--- src/rtl/sound_pkg.sv ---
// sound_pkg -- shared definitions for the sound-effect arbiter.
//
// Holds the arbiter state enum, the sound-effect id constants and the
// per-effect sample ROM layout (base address and length in samples).
// Lookup helpers return safe values for ids outside the table, so a
// wider NUM_SFX never indexes past the table or underflows a length.
package sound_pkg;

  typedef enum logic [1:0] {
    ST_IDLE   = 2'd0,
    ST_START  = 2'd1,
    ST_PLAY   = 2'd2,
    ST_FINISH = 2'd3
  } sound_state_e;

  localparam int SFX_JUMP    = 0;
  localparam int SFX_SPRING  = 1;
  localparam int SFX_FALL    = 2;
  localparam int SFX_MONSTER = 3;

  localparam int SFX_COUNT = 4;

  localparam int SFX_BASE [SFX_COUNT] = '{0, 3000, 9000, 21000};
  localparam int SFX_LEN  [SFX_COUNT] = '{3000, 6000, 12000, 8000};

  // First ROM address of an effect; unknown ids map to address 0.
  function automatic int sfx_base(input int id);
    case (id)
      SFX_JUMP:    return SFX_BASE[SFX_JUMP];
      SFX_SPRING:  return SFX_BASE[SFX_SPRING];
      SFX_FALL:    return SFX_BASE[SFX_FALL];
      SFX_MONSTER: return SFX_BASE[SFX_MONSTER];
      default:     return 0;
    endcase
  endfunction

  // Length in samples; unknown ids play a single sample so LEN-1 never wraps.
  function automatic int sfx_len(input int id);
    case (id)
      SFX_JUMP:    return SFX_LEN[SFX_JUMP];
      SFX_SPRING:  return SFX_LEN[SFX_SPRING];
      SFX_FALL:    return SFX_LEN[SFX_FALL];
      SFX_MONSTER: return SFX_LEN[SFX_MONSTER];
      default:     return 1;
    endcase
  endfunction

  // True when every effect ends inside an n-bit address space.
  function automatic bit sfx_table_fits(input int n);
    longint limit;
    limit = longint'(1) << n;
    for (int i = 0; i < SFX_COUNT; i++) begin
      if (longint'(SFX_BASE[i]) + longint'(SFX_LEN[i]) > limit) return 1'b0;
    end
    return 1'b1;
  endfunction

endpackage

--- src/rtl/sfx_priority_enc.sv ---
// sfx_priority_enc -- combinational lowest-index-first priority encoder.
//
// Ports:
//   req_i   [NUM_SFX]          request / pending vector, bit 0 highest priority
//   idx_o   [$clog2(NUM_SFX)]  index of the lowest set bit (0 when none)
//   valid_o                    high when any bit of req_i is set
module sfx_priority_enc #(
  parameter int NUM_SFX = 4
) (
  input  logic [NUM_SFX-1:0]         req_i,
  output logic [$clog2(NUM_SFX)-1:0] idx_o,
  output logic                       valid_o
);

  localparam int IW = $clog2(NUM_SFX);

  always_comb begin
    idx_o   = '0;
    valid_o = 1'b0;
    // Walk from the top down so the lowest set index is the one that sticks.
    for (int i = NUM_SFX - 1; i >= 0; i--) begin
      if (req_i[i]) begin
        idx_o   = IW'(i);
        valid_o = 1'b1;
      end
    end
  end

endmodule

--- src/rtl/sound_arbiter.sv ---
// sound_arbiter -- arbitrates sound-effect requests onto one sample ROM.
//
// Each requester owns a one-deep pending flag. When idle and not muted the
// lowest pending index is granted; the effect's samples are then walked
// through the shared ROM address, one per Sound_clk cycle.
//
// Ports:
//   Sound_clk  sample clock, rising edge only
//   Reset      synchronous active-high reset
//   Req        per-effect play request (sets the pending flag)
//   Mute       blocks new grants and aborts START/PLAY without Done
//   Addr       shared sample ROM address
//   Sample_en  high while Addr carries a sample to output
//   Busy       high whenever the arbiter is not idle
//   Active_id  index of the most recently granted effect
//   Done       one-cycle completion pulse on the finished effect's bit
//
// Build option:
//   SOUND_PREEMPT_EN  when defined, a pending lower-index effect interrupts
//                     a playing one (no Done, interrupted effect dropped).
module sound_arbiter
  import sound_pkg::*;
#(
  parameter int N       = 16,
  parameter int NUM_SFX = 4
) (
  input  logic                       Sound_clk,
  input  logic                       Reset,
  input  logic [NUM_SFX-1:0]         Req,
  input  logic                       Mute,
  output logic [N-1:0]               Addr,
  output logic                       Sample_en,
  output logic                       Busy,
  output logic [$clog2(NUM_SFX)-1:0] Active_id,
  output logic [NUM_SFX-1:0]         Done
);

  localparam int IW = $clog2(NUM_SFX);

  sound_state_e       state_q,     state_d;
  logic [NUM_SFX-1:0] pending_q,   pending_d;
  logic [N-1:0]       addr_q,      addr_d;
  logic [N-1:0]       cnt_q,       cnt_d;
  logic [IW-1:0]      id_q,        id_d;
  logic               sample_en_q, sample_en_d;
  logic               busy_q,      busy_d;
  logic [NUM_SFX-1:0] done_q,      done_d;

  logic [IW-1:0]      enc_idx;
  logic               enc_valid;
  logic [NUM_SFX-1:0] grant_mask;
  logic [N-1:0]       base_cur;
  logic [N-1:0]       last_cnt;

  sfx_priority_enc #(
    .NUM_SFX (NUM_SFX)
  ) u_enc (
    .req_i   (pending_q),
    .idx_o   (enc_idx),
    .valid_o (enc_valid)
  );

  assign base_cur = N'(sfx_base(int'(id_q)));
  assign last_cnt = N'(sfx_len(int'(id_q)) - 1);

  always_comb begin
    state_d     = state_q;
    addr_d      = addr_q;
    cnt_d       = cnt_q;
    id_d        = id_q;
    sample_en_d = 1'b0;
    done_d      = '0;
    grant_mask  = '0;

    case (state_q)
      ST_IDLE: begin
        if (!Mute && enc_valid) begin
          grant_mask[enc_idx] = 1'b1;
          id_d                = enc_idx;
          state_d             = ST_START;
        end
      end

      ST_START: begin
        if (Mute) begin
          state_d = ST_IDLE;
        end else begin
          addr_d      = base_cur;
          cnt_d       = '0;
          sample_en_d = 1'b1;
          state_d     = ST_PLAY;
        end
      end

      ST_PLAY: begin
        if (Mute) begin
          state_d = ST_IDLE;
`ifdef SOUND_PREEMPT_EN
        end else if (enc_valid && (enc_idx < id_q)) begin
          // Higher-priority effect takes over; the current one is dropped.
          grant_mask[enc_idx] = 1'b1;
          id_d                = enc_idx;
          state_d             = ST_START;
`endif
        end else if (cnt_q == last_cnt) begin
          // Last sample is on Addr now; hold it through FINISH.
          done_d[id_q] = 1'b1;
          state_d      = ST_FINISH;
        end else begin
          addr_d      = addr_q + N'(1);
          cnt_d       = cnt_q + N'(1);
          sample_en_d = 1'b1;
        end
      end

      ST_FINISH: begin
        state_d = ST_IDLE;
      end

      default: begin
        state_d = ST_IDLE;
      end
    endcase

    // A request landing on the same edge as its grant re-arms the flag.
    pending_d = (pending_q & ~grant_mask) | Req;
    busy_d    = (state_d != ST_IDLE);
  end

  always_ff @(posedge Sound_clk) begin
    if (Reset) begin
      state_q     <= ST_IDLE;
      pending_q   <= '0;
      addr_q      <= '0;
      cnt_q       <= '0;
      id_q        <= '0;
      sample_en_q <= 1'b0;
      busy_q      <= 1'b0;
      done_q      <= '0;
    end else begin
      state_q     <= state_d;
      pending_q   <= pending_d;
      addr_q      <= addr_d;
      cnt_q       <= cnt_d;
      id_q        <= id_d;
      sample_en_q <= sample_en_d;
      busy_q      <= busy_d;
      done_q      <= done_d;
    end
  end

  assign Addr      = addr_q;
  assign Sample_en = sample_en_q;
  assign Busy      = busy_q;
  assign Active_id = id_q;
  assign Done      = done_q;

endmodule

--- config.mk ---
export PLATFORM = sky130hd
export DESIGN_NAME = sound_arbiter
export DESIGN_NICKNAME = d
export VERILOG_FILES = /design/src/rtl/sound_pkg.sv /design/src/rtl/sfx_priority_enc.sv /design/src/rtl/sound_arbiter.sv
export SDC_FILE = /design/constraint.sdc
export NUM_CORES = 1
export LEC_CHECK = 0
export BUFFER_PORTS_ARGS = -buffer_cell sky130_fd_sc_hd__buf_2
export CAP_MARGIN = 20
export CORE_ASPECT_RATIO = 1.2
export CORE_MARGIN = 2
export CORE_UTILIZATION = 40
export CTS_BUF_LIST = sky130_fd_sc_hd__clkbuf_16
export CTS_CLUSTER_DIAMETER = 100
export DETAILED_ROUTE_END_ITERATION = 10
export GPL_TIMING_DRIVEN = 0
export PLACE_DENSITY = 0.67
export SLEW_MARGIN = 0
export SYNTH_ARGS = -nofsm -noshare
export SYNTH_HDL_FRONTEND = slang
export SYNTH_HIERARCHICAL = 1
export SYNTH_SLANG_ARGS = --single-unit
--- constraint.sdc ---
create_clock -name Sound_clk -period 3 [get_ports Sound_clk]
set_input_delay 0.15 -clock Sound_clk [delete_from_list [all_inputs] [get_ports Sound_clk]]
set_output_delay 0.15 -clock Sound_clk [all_outputs]
set_load 0.01 [all_outputs]
; ---- After elaboration in Yosys (flattened, before gate mapping)
; Index checks and enable logic that the tools add are counted.
[word_totals]
register_bits = 46
in_bits = 7
output_inout_bits = 24
word_cells = 74
[op_classes]
addsub = 3
order_cmp = 4
eq_ne = 10
mux = 33
bitwise_logic = 5
n_reduce_logical = 11
[ops]
columns = cell, count
row1 = one-hot mux 16 bit (4 select lines), 2
row2 = two-way mux 16 bit, 6
row3 = one-hot mux 16 bit (2 select lines), 2
row4 = "adder 16 x 1 -> 16 bit, second input constant", 2
row5 = == test 16 bit, 1
row6 = two-way mux 2 bit, 8
row7 = "subtractor 16 x 2 -> 16 bit, second input constant", 1
row8 = two-way mux 1 bit, 9
row9 = "== test 2 bit, second input constant", 4
row10 = two-way mux 4 bit, 2
row11 = one-hot mux 2 bit (4 select lines), 1
row12 = "less-than comparator 2 x 3 -> 1 bit, second input constant", 2
row13 = "!= test 2 bit, second input constant", 3
row14 = bitwise AND 4 bit, 1
row15 = demux 1 bit (select 2 bit), 2
row16 = "== test 2 x 1 -> 1 bit, second input constant", 2
row17 = "greater-or-equal comparator 2 x 1 -> 1 bit, second input constant", 2
row18 = logical NOT 2 bit, 2
row19 = NOT 4 bit, 1
row20 = OR 4 bit, 1
row21 = AND reduction 4 bit, 1
row22 = nonzero test 2 bit, 2
row23 = OR reduction 4 bit, 1
row24 = logical AND 1 bit, 3
row25 = other kinds (4), 5

; ---- Longest topological paths before layout
[logic_depth]
word_depth = 13
mapped_depth = 11
ltp_nobuf = 8

; ---- Hierarchy
; Netlist, hierarchy kept.
[modules_own_cells]
columns = module, instances, cells_each, area_each_um2, seq_area_each_um2
row1 = sound_arbiter, 1, 312, 2547.4, 920.9
row2 = sfx_priority_enc, 1, 7, 35.0, 0.0

; ---- Worst setup path before layout
; OpenSTA, ideal clock, no wires.
[synth_timing]
kind = register to register
start = reg id_q[0] (netlist: Active_id[0])
end = reg addr_q[0] (netlist: Addr[0])
arrival_time_ns = 2.670
required_ns = 2.933
path_slack_ns = 0.262
stages_incl_launch_ff = 12
path_buffers = 3
cell_sequence = dfxtp_1 > inv_1 > ha_1 > clkbuf_1 > nor2_1 > or4b_4 > a2111oi_4 > a21o_4 > buf_6 > buf_6 > nand2_1 > a21oi_2
[synth_via]
elab_chain_cells = 6
elab_cells_between_ends = 9
classes_between = add/sub: 1 / eq/ne: 5 / mux: 1 / reduce/logical: 2
[synth_lines]
columns = item, line
row1 = start: declaration, sound_arbiter.sv:44  ; logic [IW-1:0] id_q, id_d;
row2 = start signal: assignment, sound_arbiter.sv:145  ; id_q <= id_d;
row3 = == test 2 bit (tied with other cells), sound_pkg.sv:39  ; case (id)
row4 = one-hot mux 16 bit (4 select lines) (*), sound_pkg.sv:39
row5 = subtractor 16 x 2 -> 16 bit (*), sound_arbiter.sv:64  ; assign last_cnt = N'(sfx_len(int'(id_q)) - 1);
row6 = == test 16 bit (*), sound_arbiter.sv:105  ; end else if (cnt_q == last_cnt) begin
row7 = != test 2 bit (no source line) (*), -
row8 = AND reduction 4 bit (no source line) (*), -
row9 = end signal: assignment, sound_arbiter.sv:143  ; addr_q <= addr_d;
row10 = end: declaration, sound_arbiter.sv:42  ; logic [N-1:0] addr_q, addr_d;
; Every way passes the cells marked *; elsewhere a longest branch is shown, timed or not. The select of a mux whose other input is x is not followed.
; A chain may end at the register's enable or synchronous reset.

; ---- Final worst setup path
[layout_timing]
start = reg id_q[1] (netlist: Active_id[1])
end = reg addr_q[13] (netlist: Addr[13])
[layout_via]
elab_chain_cells = 6
elab_cells_between_ends = 12
classes_between = add/sub: 1 / eq/ne: 5 / mux: 4 / reduce/logical: 2
[layout_lines]
columns = item, line
row1 = == test 2 bit (tied with other cells), "sound_pkg.sv:28, sound_pkg.sv:39"
row2 = one-hot mux 16 bit (4 select lines), sound_pkg.sv:39
row3 = subtractor 16 x 2 -> 16 bit, sound_arbiter.sv:64
row4 = == test 16 bit, sound_arbiter.sv:105
row5 = != test 2 bit (no source line), -
row6 = AND reduction 4 bit (no source line), -
; Several ways; a longest one is shown, not always the timed one. The select of a mux whose other input is x is not followed.

==> out/metrics.csv <==
metric,value,unit
dp_hpwl,4810,um
drt_iter0_drc,115,
skew,0.00806,ns
hold_end,pending_q[3],
cts_sinks,46,
reg2regPathDepth,10,
clock_latency,0.29,ns
worst_pin_slew,0.540,ns
synth.area.top_cells,"dfxtp_1 (36%), a21oi_1 (7.2%), ha_1 (5.8%)",
drtAntennaViolNets,0,
dr.pass1.iters,4,
dieHeight,92.0,um
hold_start,Req[3],
initial_core_util,0.408,
post-place-cells,434,
yosys.area.top_type,dfxtp_1,
grt_use_total,0.190,
final_layout_size_suffix_gt1_frac,0.158,
synth_top_area_frac,0.357,
grt_overflow,0,
netlist_area,2580,um^2
async_flop_share,0,
grt_pass1_wl,10900,um
gp_congestion,0.880,
finalPower,1.29,mW
min_period,2.78,ns
wl,6590,um
netlist_instances,319,
clk_path_buf_depth,2,
setup_viol,0,
ios,31,
nNetsFinal,378,
synth-seq-cells,46,
rsz0062_at_grt,no,
cts.hold.buffers_added,0,
leakagePower,1.15,nW
clkTransAtPathRegs,0.06,ns
synth_ff_type,dfxtp_1,
cp-end-kind,register,
rr_startpoint,Active_id[1],
fin_crit_sh,0.928,
reg2reg_slack,0.22,ns
cts_tree,built,
finalMaxSlewViolations,0,
r2r-end,Addr[13],
row_count,32,
cts_root_buf,clkbuf_16,
ir_worst_vdd,0.000222,V
antenna_found_initial,0,
ys_seq_area_frac,0.357,
grt_max_degree,14,
cp-start-kind,register,
wl_per_cell,14.8,um
n_antenna_cell,0,
synth_warnings,6,
syn_area_per_cell,8.10,um^2
critPathMaxFanout,10,
portBuffers,30,
drc,0,
vias,2478,
arrival,2.98,ns
dieArea,7120,um^2
cts_buffers,5,
synth-edff-count,0,
core,6330,um^2
yosysUniqueCellTypes,49,
holdPathStages,3,
final_cell_mix,"dfxtp_1 (45), nand2_1 (36), a21oi_1 (36), buf_2 (30), nor2_1 (20)",
status,completed,
max_slew_margin,0.638,
synth_nets,338,
grt_pass1_vias,2276,
final_cells,445,
hold_viol_final,0,
htreeDepth,2,
p_per_area,430,nW/um^2
mostFrequentLayoutCell,dfxtp_1,
cap_violations,0,
criticalPathCategory,register to register,
die_w,77.4,um
fmaxAchievable,0.359,GHz
whs,0.0675,ns
cp.required,3.20,ns
area_growth_syn_to_layout,16.6,%
min_path_type,primary input to register,
vias_per_cell,5.57,
worst max path at each step:
stage | slack [ns] | from | endpoint | cells after the start
2_1_floorplan | 0.26 | Active_id[0] | Addr[0] | 11
3_3_place_gp | -0.15 | Active_id[0] | Sample_en | 9
3_5_place_dp | -0.18 | Active_id[0] | Sample_en | 9
4_1_cts | 0.10 | Active_id[0] | Addr[13] | 11
5_1_grt | 0.02 | Active_id[1] | Addr[11] | 10
6_report | 0.22 | Active_id[1] | Addr[13] | 10
cell usage after synthesis, drive strengths merged (2+ instances only):
master / n
dfxtp: 46
a21oi: 40
nand2: 36
nor2: 20
nand3: 16
o21ai: 16
ha: 12
inv: 11
and2: 10
nor3: 10
clkbuf: 9
or3: 8
o31ai: 7
xor2: 7
and3: 6
nand2b: 6
nand4: 6
or4: 6
a21o: 4
a31oi: 3
buf: 3
nor2b: 3
o21a: 3
o22ai: 3
o32ai: 3
xnor2: 3
a2111oi: 2
and4: 2
o211ai: 2
o41ai: 2
or2: 2
per-stage QoR:
stage                     worst slack (ns)  TNS (ns)  area [um^2]   util
after global placement              -0.152     -1.07         2840  0.449
after floorplan                      0.262         0         2580      -
final                                0.217         0         3010  0.476
after detailed placement            -0.179     -1.82         2840  0.449
after global routing                0.0169         0         3010  0.476
after CTS                            0.102         0         3000  0.475
power breakdown:
group / internal, mW / leakage (nW) / switching (mW)
Clock: 0.301 / 0.0724 / 0.223
Combinational: 0.0503 / 0.703 / 0.0882
Sequential: 0.622 / 0.373 / 0.0105
area by class of cell:
| type | count | area (um^2) |
|---|---|---|
| Tap cell | 85 | 106 |
| Multi-Input combinational cell | 249 | 1560 |
| Fill cell | 652 | 3320 |
| Clock inverter | 3 | 12.5 |
| Sequential cell | 46 | 922 |
| Inverter | 12 | 45.0 |
| Timing Repair Buffer | 33 | 173 |
| Buffer | 12 | 63.8 |
| Clock buffer | 5 | 125 |
repair_timing:
item | in CTS | in global routing
setup buffers | 3 | 0
resized for setup | 1 | 3
hold endpoints to repair | 0 | 0
pin swaps | 1 | 0
endpoints found under the setup margin | 21 | 26
sequential cells by signal, indices dropped and copies added (netlist names):
register   cells
state_q        2
Active_id      2
cnt_q         16
pending_q      4
Busy           1
Addr          16
Done           4
Sample_en      1
worst max-delay path, cell delays in order (launching register included):
cell	delay, ns
dfxtp_1	0.44
inv_1	0.12
ha_1	0.30
nand2b_4	0.18
or4b_4	0.54
a2111oi_4	0.42
a21o_4	0.21
buf_6	0.14
buf_6	0.15
a21oi_1	0.05
o32ai_1	0.14
layer usage:
| layer | GRT usage | wire, um |
|---|---|---|
| met4 | 0.0804 | 136 |
| met5 | 0 | 0 |
| met1 | 0.233 | 2950 |
| met3 | 0.0404 | 288 |
| met2 | 0.320 | 3210 |
logic make-up after synthesis:
| logic type | synth area share |
|---|---|
| flip-flops | 0.357 |
| adder cells (fa/ha/maj) | 0.0581 |
| AND/OR/NAND/NOR | 0.274 |
| XOR/XNOR | 0.0339 |
| AO/OA/AOI/OAI | 0.235 |
| buffers and inverters | 0.0421 |
Note: power is estimated with default switching activity, not from simulation.
